### config.mk
export PLATFORM = sky130hd
export DESIGN_NAME = win_cmd_gen
export DESIGN_NICKNAME = d
export VERILOG_FILES = /design/src/rtl/win_cmd_gen.sv
export SDC_FILE = /design/constraint.sdc
export NUM_CORES = 1
export LEC_CHECK = 0
export ABC_AREA = 1
export BUFFER_PORTS_ARGS = -buffer_cell sky130_fd_sc_hd__buf_2
export CAP_MARGIN = 25
export CORE_UTILIZATION = 50
export CTS_BUF_LIST = sky130_fd_sc_hd__clkbuf_8
export DETAILED_ROUTE_END_ITERATION = 8
export GPL_ROUTABILITY_DRIVEN = 1
export PLACE_DENSITY = 0.65
export SYNTH_ARGS = -nofsm -noshare
export SYNTH_HDL_FRONTEND = slang
export SYNTH_SLANG_ARGS = --single-unit
### constraint.sdc
create_clock -name clk -period 2.2 [get_ports clk]
set_input_delay 0.22 -clock clk [delete_from_list [all_inputs] [get_ports clk]]
set_output_delay 0.22 -clock clk [all_outputs]
set_load 0.01 [all_outputs]
### src/rtl/win_cmd_gen.sv
// win_cmd_gen -- push-button front end for the cursor_ctrl command bus.
//
// Every raw button is synchronised (2 flops) and debounced. up/down and
// left/right cancel each other while both are held. Direction channels
// auto-repeat while held by inserting a one-cycle low gap, so the consumer
// sees a fresh rising edge. Zoom bits follow their debounced level. The mode
// button toggles M_MODE once per debounced press.
//
// Ports
//   clk                 system clock
//   rst                 synchronous, active-high reset
//   btn_up/down/left/right, btn_zin, btn_zout, btn_mode
//                       raw asynchronous buttons, active-high
//   win_ctrl_cmd        registered command bus:
//                       [0] M_UP [1] M_DOWN [2] M_LEFT [3] M_RIGHT
//                       [4] Z_IN [5] Z_OUT  [6] M_MODE [7] always 0
//
// A raw edge sampled at clock edge k reaches the bus at k + DEBOUNCE_CYCLES + 3
// for every bit, so simultaneous presses of independent buttons stay aligned.
//
// Direction channel FSM
//   state | meaning
//   IDLE  | effective level low, output low
//   HELD  | output high, repeat counter running
//   GAP   | one-cycle low pulse that re-arms the consumer's edge detector
module win_cmd_gen #(
   parameter  int unsigned DEBOUNCE_CYCLES = 500000,
   parameter  int unsigned REPEAT_DELAY    = 25000000,
   parameter  int unsigned REPEAT_PERIOD   = 5000000,
   parameter  int unsigned CNT_W           = 26,
   localparam int unsigned CMD_W           = 8
) (
   input  logic             clk,
   input  logic             rst,
   input  logic             btn_up,
   input  logic             btn_down,
   input  logic             btn_left,
   input  logic             btn_right,
   input  logic             btn_zin,
   input  logic             btn_zout,
   input  logic             btn_mode,
   output logic [CMD_W-1:0] win_ctrl_cmd
);

   localparam int unsigned M_UP    = 0;
   localparam int unsigned M_DOWN  = 1;
   localparam int unsigned M_LEFT  = 2;
   localparam int unsigned M_RIGHT = 3;
   localparam int unsigned Z_IN    = 4;
   localparam int unsigned Z_OUT   = 5;
   localparam int unsigned M_MODE  = 6;
   localparam int unsigned NBTN    = 7;
   localparam int unsigned NDIR    = 4;

   localparam logic [CNT_W-1:0] CNT_ONE     = CNT_W'(1);
   localparam logic [CNT_W-1:0] DB_LAST     = CNT_W'(DEBOUNCE_CYCLES - 1);
   localparam logic [CNT_W-1:0] DELAY_LAST  = CNT_W'(REPEAT_DELAY - 1);
   localparam logic [CNT_W-1:0] PERIOD_LAST = CNT_W'(REPEAT_PERIOD - 2);
   localparam bit               RPT_EN      = (REPEAT_DELAY != 0);

   typedef enum logic [1:0] {
      S_IDLE = 2'd0,
      S_HELD = 2'd1,
      S_GAP  = 2'd2
   } dir_state_t;

   // raw button vector, indexed like the command bus
   logic [NBTN-1:0] raw;
   assign raw = {btn_mode, btn_zout, btn_zin, btn_right, btn_left, btn_down, btn_up};

   // synchroniser
   logic [NBTN-1:0] sync_a;
   logic [NBTN-1:0] sync_s;

   always_ff @(posedge clk) begin
      if (rst) begin
         sync_a <= '0;
         sync_s <= '0;
      end else begin
         sync_a <= raw;
         sync_s <= sync_a;
      end
   end

   // debouncers
   logic [NBTN-1:0]  db;
   logic [CNT_W-1:0] db_cnt [NBTN];

   always_ff @(posedge clk) begin
      if (rst) begin
         db <= '0;
         for (int i = 0; i < NBTN; i++) db_cnt[i] <= '0;
      end else begin
         for (int i = 0; i < NBTN; i++) begin
            if (sync_s[i] == db[i]) begin
               db_cnt[i] <= '0;
            end else if (db_cnt[i] == DB_LAST) begin
               db[i]     <= sync_s[i];
               db_cnt[i] <= '0;
            end else begin
               db_cnt[i] <= db_cnt[i] + CNT_ONE;
            end
         end
      end
   end

   // opposing-pair cancel; releasing one member lets the other through at once
   logic [NDIR-1:0] dir_eff;
   assign dir_eff[M_UP]    = db[M_UP]    & ~db[M_DOWN];
   assign dir_eff[M_DOWN]  = db[M_DOWN]  & ~db[M_UP];
   assign dir_eff[M_LEFT]  = db[M_LEFT]  & ~db[M_RIGHT];
   assign dir_eff[M_RIGHT] = db[M_RIGHT] & ~db[M_LEFT];

   // direction channel FSMs
   dir_state_t       state    [NDIR];
   dir_state_t       state_nx [NDIR];
   logic [CNT_W-1:0] rpt_cnt    [NDIR];
   logic [CNT_W-1:0] rpt_cnt_nx [NDIR];
   logic [NDIR-1:0]  rpt_flag;
   logic [NDIR-1:0]  rpt_flag_nx;

   always_ff @(posedge clk) begin
      if (rst) begin
         rpt_flag <= '0;
         for (int i = 0; i < NDIR; i++) begin
            state[i]   <= S_IDLE;
            rpt_cnt[i] <= '0;
         end
      end else begin
         rpt_flag <= rpt_flag_nx;
         for (int i = 0; i < NDIR; i++) begin
            state[i]   <= state_nx[i];
            rpt_cnt[i] <= rpt_cnt_nx[i];
         end
      end
   end

   always_comb begin
      rpt_flag_nx = rpt_flag;
      for (int i = 0; i < NDIR; i++) begin
         state_nx[i]   = state[i];
         rpt_cnt_nx[i] = rpt_cnt[i];
         if (!dir_eff[i]) begin
            state_nx[i]    = S_IDLE;
            rpt_cnt_nx[i]  = '0;
            rpt_flag_nx[i] = 1'b0;
         end else begin
            case (state[i])
               S_IDLE: begin
                  state_nx[i]    = S_HELD;
                  rpt_cnt_nx[i]  = '0;
                  rpt_flag_nx[i] = 1'b0;
               end
               S_HELD: begin
                  // first gap after the initial delay, later ones every period;
                  // the gap cycle itself is part of the period, hence PERIOD-2
                  if (RPT_EN && rpt_cnt[i] == (rpt_flag[i] ? PERIOD_LAST : DELAY_LAST)) begin
                     state_nx[i] = S_GAP;
                  end else if (RPT_EN) begin
                     rpt_cnt_nx[i] = rpt_cnt[i] + CNT_ONE;
                  end
               end
               S_GAP: begin
                  state_nx[i]    = S_HELD;
                  rpt_cnt_nx[i]  = '0;
                  rpt_flag_nx[i] = 1'b1;
               end
               default: begin
                  state_nx[i]   = S_IDLE;
                  rpt_cnt_nx[i] = '0;
               end
            endcase
         end
      end
   end

   // zoom levels and mode toggle, one stage deep like the direction FSMs
   logic [1:0] zoom_q;
   logic       mode_db_q;
   logic       mode_q;

   always_ff @(posedge clk) begin
      if (rst) begin
         zoom_q    <= '0;
         mode_db_q <= 1'b0;
         mode_q    <= 1'b0;
      end else begin
         zoom_q    <= {db[Z_OUT], db[Z_IN]};
         mode_db_q <= db[M_MODE];
         if (db[M_MODE] && !mode_db_q) mode_q <= ~mode_q;
      end
   end

   // output register
   logic [CMD_W-1:0] cmd_nx;

   always_comb begin
      cmd_nx = '0;
      for (int i = 0; i < NDIR; i++) cmd_nx[i] = (state[i] == S_HELD);
      cmd_nx[Z_IN]   = zoom_q[0];
      cmd_nx[Z_OUT]  = zoom_q[1];
      cmd_nx[M_MODE] = mode_q;
   end

   always_ff @(posedge clk) begin
      if (rst) win_ctrl_cmd <= '0;
      else     win_ctrl_cmd <= cmd_nx;
   end

endmodule

==> results of run 1 <==
per-stage QoR:
stage	power, mW	util (%)	hold slack, ns	setup WS (ns)	std cells
6_report	12.8	57.8	0.350	0.206	3511
5_1_grt	13.4	57.8	0.319	0.0333	3510
4_1_cts	13.0	57.8	0.288	0.200	3510
3_5_place_dp	7.35	54.6	0.397	0.218	3392
3_3_place_gp	7.34	54.6	0.390	0.294	3392
2_1_floorplan	7.23	-	0.327	0.459	2882
how the worst max path moves through the flow:
stage / slack (ns) / cells after the start / startpoint / endpoint
floorplan: 0.46 / 9 / db_cnt[2][0] / db_cnt[2][13]
global placement: 0.29 / 8 / db_cnt[2][0] / db_cnt[2][16]
detailed placement: 0.22 / 8 / db_cnt[2][0] / db_cnt[2][3]
CTS: 0.20 / 8 / db_cnt[2][0] / db_cnt[2][14]
global route: 0.03 / 8 / db_cnt[2][0] / db_cnt[2][9]
finish: 0.21 / 8 / db_cnt[2][0] / db_cnt[2][14]
flip-flops by register name, indices dropped and copies added (netlist names):
name          cells
sync_s            7
mode_db_q         1
sync_a            7
db_cnt          182
state             8
win_ctrl_cmd      7
db                7
mode_q            1
rpt_flag          4
zoom_q            2
rpt_cnt         104
worst max-delay path, stage by stage (launching register included):
cell      delay, ns
edfxtp_1       0.43
ha_1           0.27
nand2_2        0.13
nor2_4         0.17
inv_2          0.07
nor3_2         0.16
nand2_1        0.13
nand2_4        0.27
a21oi_1        0.08
kinds of logic (layout without fill, tap and decap cells):
family | after synthesis | count (layout) | share of synthesized area (%)
compound gates | 208 | 208 | 5.48
fa+ha+maj | 11 | 11 | 0.715
flops | 330 | 330 | 43.8
xor+xnor | 112 | 112 | 5.09
simple gates | 1643 | 1643 | 36.6
buf+inv | 395 | 512 | 8.32
other cells | 2 | 184 | 0.0390
timing repair:
action / in CTS / in global routing
hold endpoints to repair: 8 / 0
hold buffers: 8 / 0
resized for setup: 0 / 1
setup endpoints to repair: 0 / 5
buffers inserted: 0 / 0
cell usage in the layout, fill, tap and decap left out, types with 15 or more instances in the layout:
cell      netlist  routed
nand2_1       660     660
nor2_1        561     561
inv_1         357     386
conb_1          2     183
edfxtp_1      182     182
nand3_1       168     168
a21oi_1       148     148
dfxtp_1       148     148
nor3_1         95      95
nand4_1        82      82
xor2_1         76      76
clkbuf_8        0      70
o21ai_0        52      52
xnor2_1        36      36
buf_2           7      15
area by class of cell:
type,count,area (um2),area share (%)
tap,511,639,2.93
timing repair buffer,39,338,1.55
clock buffer,70,963,4.41
sequential,330,8430,38.6
inverter,363,1360,6.25
multi-input combinational,2157,9910,45.4
clock inverter,40,191,0.877
antenna,1,2.50,0.0115
routing by layer:
layer	part of all wire, %	vias to the layer above	global-route usage (%)
met4	1.5	0	5.83
met1	48	7723	30.8
li1	-	9005	-
met5	0	-	0
met3	5.1	67	4.14
met2	45	377	36.4
where the power goes:
part           switching [mW]  internal (mW)  leakage, nW
clock network            2.55           2.99        0.701
logic                   0.286          0.137         4.63
registers               0.159           6.66         3.07
==> out/qor.txt, run 1 <==
Max Slew Vio Count - 0
relative slew slack - 54.3%
fin crit period - 1.99 ns
CP Max Fanout - 26
syn_area_per_cell - 7.13 um2
outcome - complete, no violations
Final Cycle Share - 90.6%
Max Cap Violations - 0
Pwr per Cell Area - 585 nW/um2
worst skew pair latency - 0.65 ns
Layout Skew - 0.0334 ns
1st-pass router iterations - 6
vias in the first global route - 15.9k
Slew @ Worst Pin - 0.685 ns
largest net degree at the start of global routing - 27
post-synth top area cell - edfxtp_1
vias after detailed routing - 17.2k
Hold EP - sync_a[4]
initial antenna violation count - 1
reg2reg end - db_cnt[2][14]
Worst Hold Path Cells - 4
reg-to-reg setup timing slack - 0.21 ns
Post-layout nets - 2970
Die Y - 198 um
worst r2r src - db_cnt[2][0]
die area - 39300 um2
largest cells by area after synthesis - edfxtp_1 28%, dfxtp_1 15%, nand2_1 13%
Critical Path AT - 2.36 ns
global placer's final weighted congestion - 0.925
H-tree Lvls - 2
Final Cell Area - 21800 um2
# fillers - 3651
CTS Buf Count - 59
DRC Markers - 0
Syn Inst Count - 2701
crit path launch type - flop
Cell Area, Placed - 20600 um2
Antenna Violating Nets Remaining - 0
vias per cell - 4.89
Area Overhead vs Synth - 13.4%
All-Layer GR Usage - 22.5%
GRT overflow - 0
Hold Crit Start - btn_zin
initial drt markers - 928
PortBufs - 15
critical setup path kind - flop to flop
layout cells sized above 1 - 5.64%
number of flops mapped to enable cells by yosys - 182
CTS tree - done
# IOs - 17
dpl hpwl - 32000 um
final setup violating endpoints - 0
data required time of the worst path - 2.56 ns
CTS root buf - clkbuf_8
Core ar. - 37800 um2
Hold Violations, Final - 0
sum of negative setup slack - 0 ns
routed wire length - 43000 um
unrepaired setup endpoints after global routing - false
Seq cells post-synth - 330
HP Class - primary input to flop
Sink Count - 330
FF-to-FF path depth - 8
top cells by count, synth - 660 x nand2_1, 561 x nor2_1, 357 x inv_1, 182 x edfxtp_1, 168 x nand3_1
fmax - 502 MHz
top cell type's share of synthesized area - 28.4%
Yosys warnings - 0
asr flop ratio synth - 0%
first-pass GRT wire length - 73000 um
Most used DFF post-synth - edfxtp_1
Die Width - 198 um
Mapped Area - 19300 um2
leakage power - 8.40 nW
clk slew on worst S/H paths - 0.06 ns
cell row count - 71
top-count cell post-synth - nand2_1
post-synthesis sequential area ratio - 43.8%
Worst IR Drop VDD - 447 uV
routed len/inst - 12.2 um
clock buffer depth - 3
Critical Path End Type - flop
Initial Util - 51.0%
Synth cell types - 40
Note: power is estimated with default switching activity, not from simulation.
==> inputs of run 2 (changes only) <==
CORE_MARGIN = 2   (was unset)
==> out/qor.txt, run 2 (synthesis results as in run 1) <==
outcome - complete, no violations
Hold WS - 0.406 ns
vias per cell - 4.90
crit path launch type - flop
Worst Hold Path Cells - 2
Post-layout nets - 2979
sum of negative setup slack - 0 ns
setup bufs post-CTS - 0
H-tree Lvls - 2
clk slew on worst S/H paths - 0.06 ns
Hold Violations, Final - 0
Pwr per Cell Area - 626 nW/um2
CTS root buf - clkbuf_8
slowest cell on the critical path - edfxtp_1
sw frac - 22.8%
Seq pwr share - 49.2%
Sink Count - 330
global placer's final weighted congestion - 0.918
HP Class - flop to flop
CP Max Fanout - 26
critical path depth - 8
CTS Buf Count - 60
data required time of the worst path - 2.57 ns
PortBufs - 15
All-Layer GR Usage - 22.4%
reg2reg end - db_cnt[2][6]
GRT overflow - 0
cell family with most CP delay - simple AND/OR/NAND/NOR gates
post_cts resized - 0
setup ws final - 0.234 ns
cell row count - 71
Layout Skew - 0.0376 ns
Die Y - 200 um
most common cell after layout, fill and taps aside - nand2_1
relative slew slack - 61.7%
dpl hpwl - 33600 um
routed wire length - 44800 um
pre-CTS setup slack - 0.189 ns
# fillers - 3664
worst path buffer plus inverter count - 1
Antenna Violating Nets Remaining - 0
Max Slew Vio Count - 0
Max stage delay on crit path - 0.43 ns
# IOs - 17
vias after detailed routing - 17.2k
clock buffer depth - 3
fin crit period - 1.97 ns
clock group share of total power - 47.7%
Power Total - 13.9 mW
final setup violating endpoints - 0
max FFs per register - 182
FF-to-FF path depth - 8
Max Cap Violations - 0
worst r2r src - db_cnt[2][0]
vias in the first global route - 16.5k
Psw - 3.16 mW
CTS tree - done
top flop regs - db_cnt x182, rpt_cnt x104, state x8
Critical Path AT - 2.34 ns
Hold Crit Start - sync_a[6]
leakage power - 8.52 nW
DRC Markers - 0
Hold EP - sync_s[6]
crit path cell chain - ha_1 -> nand2_2 -> nor2_4 -> inv_2 -> nor3_2 -> nand2_1 -> nand2_4 -> a21oi_1
multi-input logic area - 9910 um2
Biggest register - db_cnt
Area Overhead vs Synth - 15.0%
non-filler cells, final - 3522
Final Cycle Share - 89.4%
largest net degree at the start of global routing - 27
Die Width - 200 um
initial antenna violation count - 0
placed insts - 3394
commonest non-fill, non-tap cells in the layout - 660 x nand2_1, 561 x nor2_1, 372 x inv_1
critical setup path kind - flop to flop
initial drt markers - 839
Pint - 10.7 mW
unrepaired setup endpoints after global routing - false
fmax - 509 MHz
worst skew pair latency - 0.67 ns
Slew @ Worst Pin - 0.574 ns
reg-to-reg setup timing slack - 0.23 ns
Critical Path End Type - flop
Gate power share - 3.1%
Core ar. - 37800 um2
die area - 40100 um2
FF/Latch Area - 8430 um2
routed len/inst - 12.7 um
Initial Util - 51.0%
layout cells sized above 1 - 6.24%
antenna cells - 0
Hold Buf Count CTS - 14
1st-pass router iterations - 5
first-pass GRT wire length - 75900 um
Worst IR Drop VDD - 414 uV
-- run 2: per-layer routing --
metal	part of all wire, %	vias to the layer above	wire length, um	track usage (%)
li1	-	9016	-	-
met1	45	7815	20300	28.1
met2	47	307	21200	38.4
met3	4.2	109	1880	4.15
met4	3.3	0	1500	8.33
met5	0	-	0	0
-- run 2: worst reg2reg max path: cells and delay by family, from the launching register on --
kind	cells	cell delay, ns
buffers and inverters	1	0.07
AOI/OAI and AO/OA	1	0.08
adders and majority gates	1	0.26
DFF	1	0.43
and+or+nand+nor	5	0.87
-- run 2: cell type report --
type / count / area share (%)
Tap cell: 511 / 2.89
Multi-Input combinational cell: 2157 / 44.7
Sequential cell: 330 / 38.0
Clock buffer: 75 / 4.66
Timing Repair Buffer: 47 / 1.92
Clock inverter: 39 / 1.62
Inverter: 363 / 6.16
-- run 2: power groups by stage --
stage / logic (mW) / clock network (mW) / registers (mW)
after floorplan: 0.332 / 0 / 6.89
after global placement: 0.402 / 0 / 6.94
after detailed placement: 0.405 / 0 / 6.95
after CTS: 0.427 / 6.84 / 6.82
after global routing: 0.508 / 7.11 / 6.84
final: 0.436 / 6.62 / 6.82
-- run 2: how the worst max path moves through the flow --
stage                            start              to  slack [ns]
final                     db_cnt[2][0]    db_cnt[2][6]        0.23
after CTS                        db[1]  rpt_cnt[1][22]        0.16
after detailed placement         db[1]  rpt_cnt[1][20]        0.19
after floorplan           db_cnt[2][0]   db_cnt[2][13]        0.46
after global placement           db[1]  rpt_cnt[1][23]        0.23
after global routing      db_cnt[5][0]   db_cnt[5][18]        0.02
-- run 2: through the flow --
step,utilization (%),instance area [um2]
2_1_floorplan,-,19900
3_3_place_gp,54.6,20600
3_5_place_dp,54.6,20600
4_1_cts,58.7,22200
5_1_grt,58.7,22200
6_report,58.7,22200
